`config.mk`:
```
export PLATFORM = sky130hd
export DESIGN_NAME = parking_lot_controller
export DESIGN_NICKNAME = d
export VERILOG_FILES = /design/src/rtl/parking_pkg.sv /design/src/rtl/sync_2ff.sv /design/src/rtl/parking_lot_controller.sv
export SDC_FILE = /design/constraint.sdc
export NUM_CORES = 1
export LEC_CHECK = 0
export BUFFER_PORTS_ARGS = -buffer_cell sky130_fd_sc_hd__buf_2
export CAP_MARGIN = 10
export CORE_MARGIN = 8
export CORE_UTILIZATION = 59
export DETAILED_ROUTE_END_ITERATION = 16
export PLACE_DENSITY = 0.87
export SYNTH_ARGS = -nofsm -noshare
export SYNTH_HDL_FRONTEND = slang
export SYNTH_HIERARCHICAL = 1
export SYNTH_SLANG_ARGS = --single-unit
```
`constraint.sdc`:
```
create_clock -name clk -period 4.5 [get_ports clk]
set_clock_uncertainty 0.2 [all_clocks]
set_input_delay 0.225 -clock clk [delete_from_list [all_inputs] [get_ports clk]]
set_output_delay 0.225 -clock clk [all_outputs]
set_load 0.005 [all_outputs]
```
`src/rtl/parking_pkg.sv`:
```
// Shared types and constants for the parking lot gate controller.
// Imported by the top module and the synchronizer.
package parking_pkg;

  typedef enum logic [2:0] {
    IDLE       = 3'd0,
    IN_A       = 3'd1,
    IN_AB      = 3'd2,
    IN_B       = 3'd3,
    OUT_B      = 3'd4,
    OUT_AB     = 3'd5,
    OUT_A      = 3'd6,
    WAIT_CLEAR = 3'd7
  } state_t;

  localparam int   DEFAULT_CAPACITY = 25;
  localparam logic SENSOR_BLOCKED   = 1'b1;

endpackage

```
`src/rtl/sync_2ff.sv`:
```
// Two-flop synchronizer for one raw asynchronous sensor line.
// Async active-high reset clears both stages.
module sync_2ff
  import parking_pkg::*;
(
  input  logic clk,
  input  logic reset,
  input  logic d,
  output logic q
);

  logic meta;

  always_ff @(posedge clk or posedge reset) begin
    if (reset) begin
      meta <= 1'b0;
      q    <= 1'b0;
    end else begin
      meta <= d;
      q    <= meta;
    end
  end

endmodule

```
`src/rtl/parking_lot_controller.sv`:
```
// Gate passage decoder and saturating occupancy counter.
// Pulses enter/exit on a completed car passage.
module parking_lot_controller
  import parking_pkg::*;
#(
  parameter int CAPACITY = DEFAULT_CAPACITY,
  parameter int CNT_W    = 5
) (
  input  logic             clk,
  input  logic             reset,
  input  logic             a,
  input  logic             b,
  output logic             enter,
  output logic             exit,
  output logic [CNT_W-1:0] count,
  output logic             full,
  output logic             empty
);

  localparam logic [CNT_W-1:0] CAP = CNT_W'(CAPACITY);

  logic   a_s;
  logic   b_s;
  logic [1:0] ab;
  state_t state;

  sync_2ff u_sync_a (
    .clk   (clk),
    .reset (reset),
    .d     (a),
    .q     (a_s)
  );

  sync_2ff u_sync_b (
    .clk   (clk),
    .reset (reset),
    .d     (b),
    .q     (b_s)
  );

  assign ab = {a_s == SENSOR_BLOCKED,
               b_s == SENSOR_BLOCKED};

  // Each state's own ab pattern is the hold case.
  always_ff @(posedge clk or posedge reset) begin
    if (reset) begin
      state <= IDLE;
      enter <= 1'b0;
      exit  <= 1'b0;
      count <= '0;
    end else begin
      enter <= 1'b0;
      exit  <= 1'b0;
      unique case (state)
        IDLE:
          unique case (ab)
            2'b10:   state <= IN_A;
            2'b01:   state <= OUT_B;
            2'b11:   state <= WAIT_CLEAR;
            default: state <= IDLE;
          endcase
        IN_A:
          unique case (ab)
            2'b11:   state <= IN_AB;
            2'b00:   state <= IDLE;
            2'b01:   state <= WAIT_CLEAR;
            default: state <= IN_A;
          endcase
        IN_AB:
          unique case (ab)
            2'b01:   state <= IN_B;
            2'b10:   state <= IN_A;
            2'b00:   state <= WAIT_CLEAR;
            default: state <= IN_AB;
          endcase
        IN_B:
          unique case (ab)
            2'b00: begin
              state <= IDLE;
              enter <= 1'b1;
              if (count != CAP)
                count <= count + 1'b1;
            end
            2'b11:   state <= IN_AB;
            2'b10:   state <= WAIT_CLEAR;
            default: state <= IN_B;
          endcase
        OUT_B:
          unique case (ab)
            2'b11:   state <= OUT_AB;
            2'b00:   state <= IDLE;
            2'b10:   state <= WAIT_CLEAR;
            default: state <= OUT_B;
          endcase
        OUT_AB:
          unique case (ab)
            2'b10:   state <= OUT_A;
            2'b01:   state <= OUT_B;
            2'b00:   state <= WAIT_CLEAR;
            default: state <= OUT_AB;
          endcase
        OUT_A:
          unique case (ab)
            2'b00: begin
              state <= IDLE;
              exit  <= 1'b1;
              if (count != '0)
                count <= count - 1'b1;
            end
            2'b11:   state <= OUT_AB;
            2'b01:   state <= WAIT_CLEAR;
            default: state <= OUT_A;
          endcase
        WAIT_CLEAR:
          if (ab == 2'b00)
            state <= IDLE;
        default: state <= IDLE;
      endcase
    end
  end

  assign full  = (count == CAP);
  assign empty = (count == '0);

endmodule

```
==> results.py <==
metrics = {
    "clocking": {
        "cts_max_path_buffers": 2,
        "ctsRootBufferMaster": "clkbuf_4",
        "cts_setup_buffers": 0,
        "clkTransAtPathRegs_ns": 0.07,
        "cts_resized": 0,
        "clock-sinks": 14,
        "cts_buffers": 3,
        "clock_latency_ns": 0.27,
        "cts_tree": "yes",
        "cts.htree.levels": 1,
        "hold_buffers": 3,
    },
    "status": {
        "status": "finished, final reports clean",
    },
    "global_route": {
        "track_usage_pct": 11.7,
        "grt_antenna_before_repair": 0,
        "grt_pass1_vias": 738,
        "grt-ovfl-total": 0,
        "grt_max_degree": 16,
        "grt_pass1_wl_um": 3040,
    },
    "worst_setup_path": {
        "critical_path.max_fanout": 13,
        "r2r_cells": 7,
        "crit_required_ns": 4.50,
        "rr_endpoint": "count[4]$_DFFE_PP0P_",
        "reg2reg_from": "state[0]$_DFFE_PP0P_",
        "crit_type": "flip-flop to flip-flop",
        "cp.arrival_ns": 2.25,
        "endpoint_kind": "flip-flop",
        "start_kind": "flip-flop",
        "rrSetupSlack_ns": 2.25,
    },
    "floorplanning": {
        "die-area_sq_um": 3160,
        "rows": 14,
        "initial_core_util_pct": 63.3,
        "core_area_sq_um": 1510,
        "io_pins": 13,
        "fp.dieW_um": 56.2,
        "die_height_um": 56.2,
    },
    "placement": {
        "port_buffers": 12,
        "routabilityCongestion": 0.881,
        "dp_hpwl_um": 1370,
        "dp_slack_ns": 2.29,
        "placed_cells": 114,
    },
    "final_layout": {
        "fin_util_pct": 70.7,
        "fillers": 103,
        "n_antenna_cell": 0,
        "finalNetCount": 120,
        "ff_latch_area_sq_um": 350,
        "area_delta_synth_final_pct": 11.7,
        "drive_above_1_share_pct": 25.0,
        "layout.cells.non_filler": 120,
        "multi_input_area_sq_um": 548,
    },
    "route": {
        "detail_route.vias_per_cell": 5.93,
        "ant_nets": 0,
        "drcViolationCount": 0,
        "drt-initial-drc-count": 16,
        "top_layer": "met4",
        "wl_met2_um": 869,
        "routed_wl_um": 1730,
        "wl_met1_um": 752,
        "num_vias": 711,
        "first_pass_iters": 4,
        "wl_per_cell_um": 14.4,
        "met3_length_um": 68,
    },
    "synth": {
        "syn-instance-count": 89,
        "synth-async-reset-ratio_pct": 100,
        "ys_types": 38,
        "synth_edf_count": 0,
        "ys_seq_elements": 14,
        "synth_warnings": 6,
        "mappedNetlistArea_sq_um": 953,
        "syn_area_per_cell_sq_um": 10.7,
        "synth_ff_type": "dfrtp_1",
        "syn-num-nets": 103,
        "ys_seq_area_share_pct": 36.7,
    },
    "sta": {
        "whs_ns": 0.146,
        "rsz0062_at_grt": "no",
        "fin_setup_tns_ns": 0,
        "drv_slew": 0,
        "period_share_pct": 50.1,
        "fin_crit_ns": 2.25,
        "finalSetupViolCount": 0,
        "hold_viol_final": 0,
        "worst_pin_slew_ns": 0.404,
        "max_freq_ghz": 0.444,
        "setup_ws_ns": 2.25,
        "relSlewSlack_pct": 72.3,
    },
    "pwr": {
        "power_density_nw_per_um2": 528,
        "p_leak_nw": 0.545,
        "vdd_ir_drop_max_mv": 0.376,
    },
    "job": {
        "cap_violations": 0,
    },
    "min_path": {
        "worstHoldPathType": "input port to asynchronous set/reset pin",
    },
}
[cell usage after synthesis, drive strengths merged (3+ instances only)]
| library cell | instances | area, sq um |
|---|---|---|
| dfrtp | 14 | 350 |
| xor2 | 3 | 26.3 |
| inv | 9 | 33.8 |
| buf | 3 | 21.3 |
| a31oi | 3 | 18.8 |
| a21oi | 3 | 15.0 |
| nand2b | 3 | 18.8 |
| mux2 | 3 | 41.3 |
| nand2 | 3 | 11.3 |
| ha | 10 | 125 |
| nor2 | 5 | 18.8 |
[routing by layer]
layer,GRT usage (%),vias to the layer above
met5,0,-
met4,6.19,0
met3,4.57,6
met2,20.1,13
met1,11.8,341
li1,-,351
[metrics by stage]
stage	total power, mW	cell area [sq um]
2_1_floorplan	0.433	953
6_report	0.562	1060
3_5_place_dp	0.495	1010
3_3_place_gp	0.482	1010
4_1_cts	0.567	1060
5_1_grt	0.609	1060
[cell usage in the layout (no fill, tap or decap), types with 2 or more instances in the layout]
cell,netlist,routed
nand3_1,2,2
ha_1,10,10
o211ai_1,2,2
xor2_1,3,3
and4b_2,2,2
a21oi_1,3,3
xnor2_1,2,2
buf_2,2,12
a31oi_1,3,3
dlygate4sd3_1,0,3
nor2_1,5,5
inv_1,9,9
clkbuf_4,0,3
dfrtp_1,14,14
nand2b_1,3,3
nor3_1,2,2
nand2_1,3,3
mux2_4,2,2
[kinds of logic (layout without fill, tap and decap cells)]
kind of cell               after synthesis  count (layout)  share of synthesized area [%]
xor gates and xnor gates                 5               5                           4.59
adders and majority gates               10              10                           13.1
muxes                                    4               4                           7.09
DFF                                     14              14                           36.7
AOI/OAI and AO/OA                       19              19                           16.5
and+or+nand+nor                         25              25                           16.1
buffers and inverters                   12              27                           5.77
[registers in the layout, indices dropped and copies added, names as in the netlist]
register       flops
count              5
state              3
enter              1
exit               1
u_sync_a/meta      1
u_sync_a/q         1
u_sync_b/meta      1
u_sync_b/q         1
[critical path, cell delays in order (launching register included)]
cell	delay (ns)
dfrtp_1	0.50
nand3b_2	0.36
xnor2_1	0.18
ha_1	0.23
o31ai_1	0.20
a21oi_1	0.11
a221oi_2	0.21
xor2_1	0.19
[report_power, final]
group	internal, mW	switching [mW]	leakage, nW
Clock	0.0311	0.0348	0.0138
Combinational	0.134	0.114	0.357
Sequential	0.160	0.0880	0.174
[layout make-up]
type / instances / share of cell area, %
well taps: 16 / 1.88
inverters: 9 / 3.17
flip-flops and latches: 14 / 32.9
clock buffers: 3 / 2.12
repair buffers: 15 / 8.46
multi-input cells: 63 / 51.5
[worst max-delay path by stage]
stage	start	slack, ns	depth (start not counted)	to
final	state[0]$_DFFE_PP0P_	2.25	7	count[4]$_DFFE_PP0P_
after global routing	state[1]$_DFFE_PP0P_	2.09	7	count[4]$_DFFE_PP0P_
after CTS	state[0]$_DFFE_PP0P_	2.26	7	count[4]$_DFFE_PP0P_
after detailed placement	state[0]$_DFFE_PP0P_	2.29	7	count[4]$_DFFE_PP0P_
after global placement	state[0]$_DFFE_PP0P_	2.37	6	count[2]$_DFFE_PP0P_
after floorplan	state[0]$_DFFE_PP0P_	2.58	6	count[2]$_DFFE_PP0P_
Note: power is estimated with default switching activity, not from simulation.
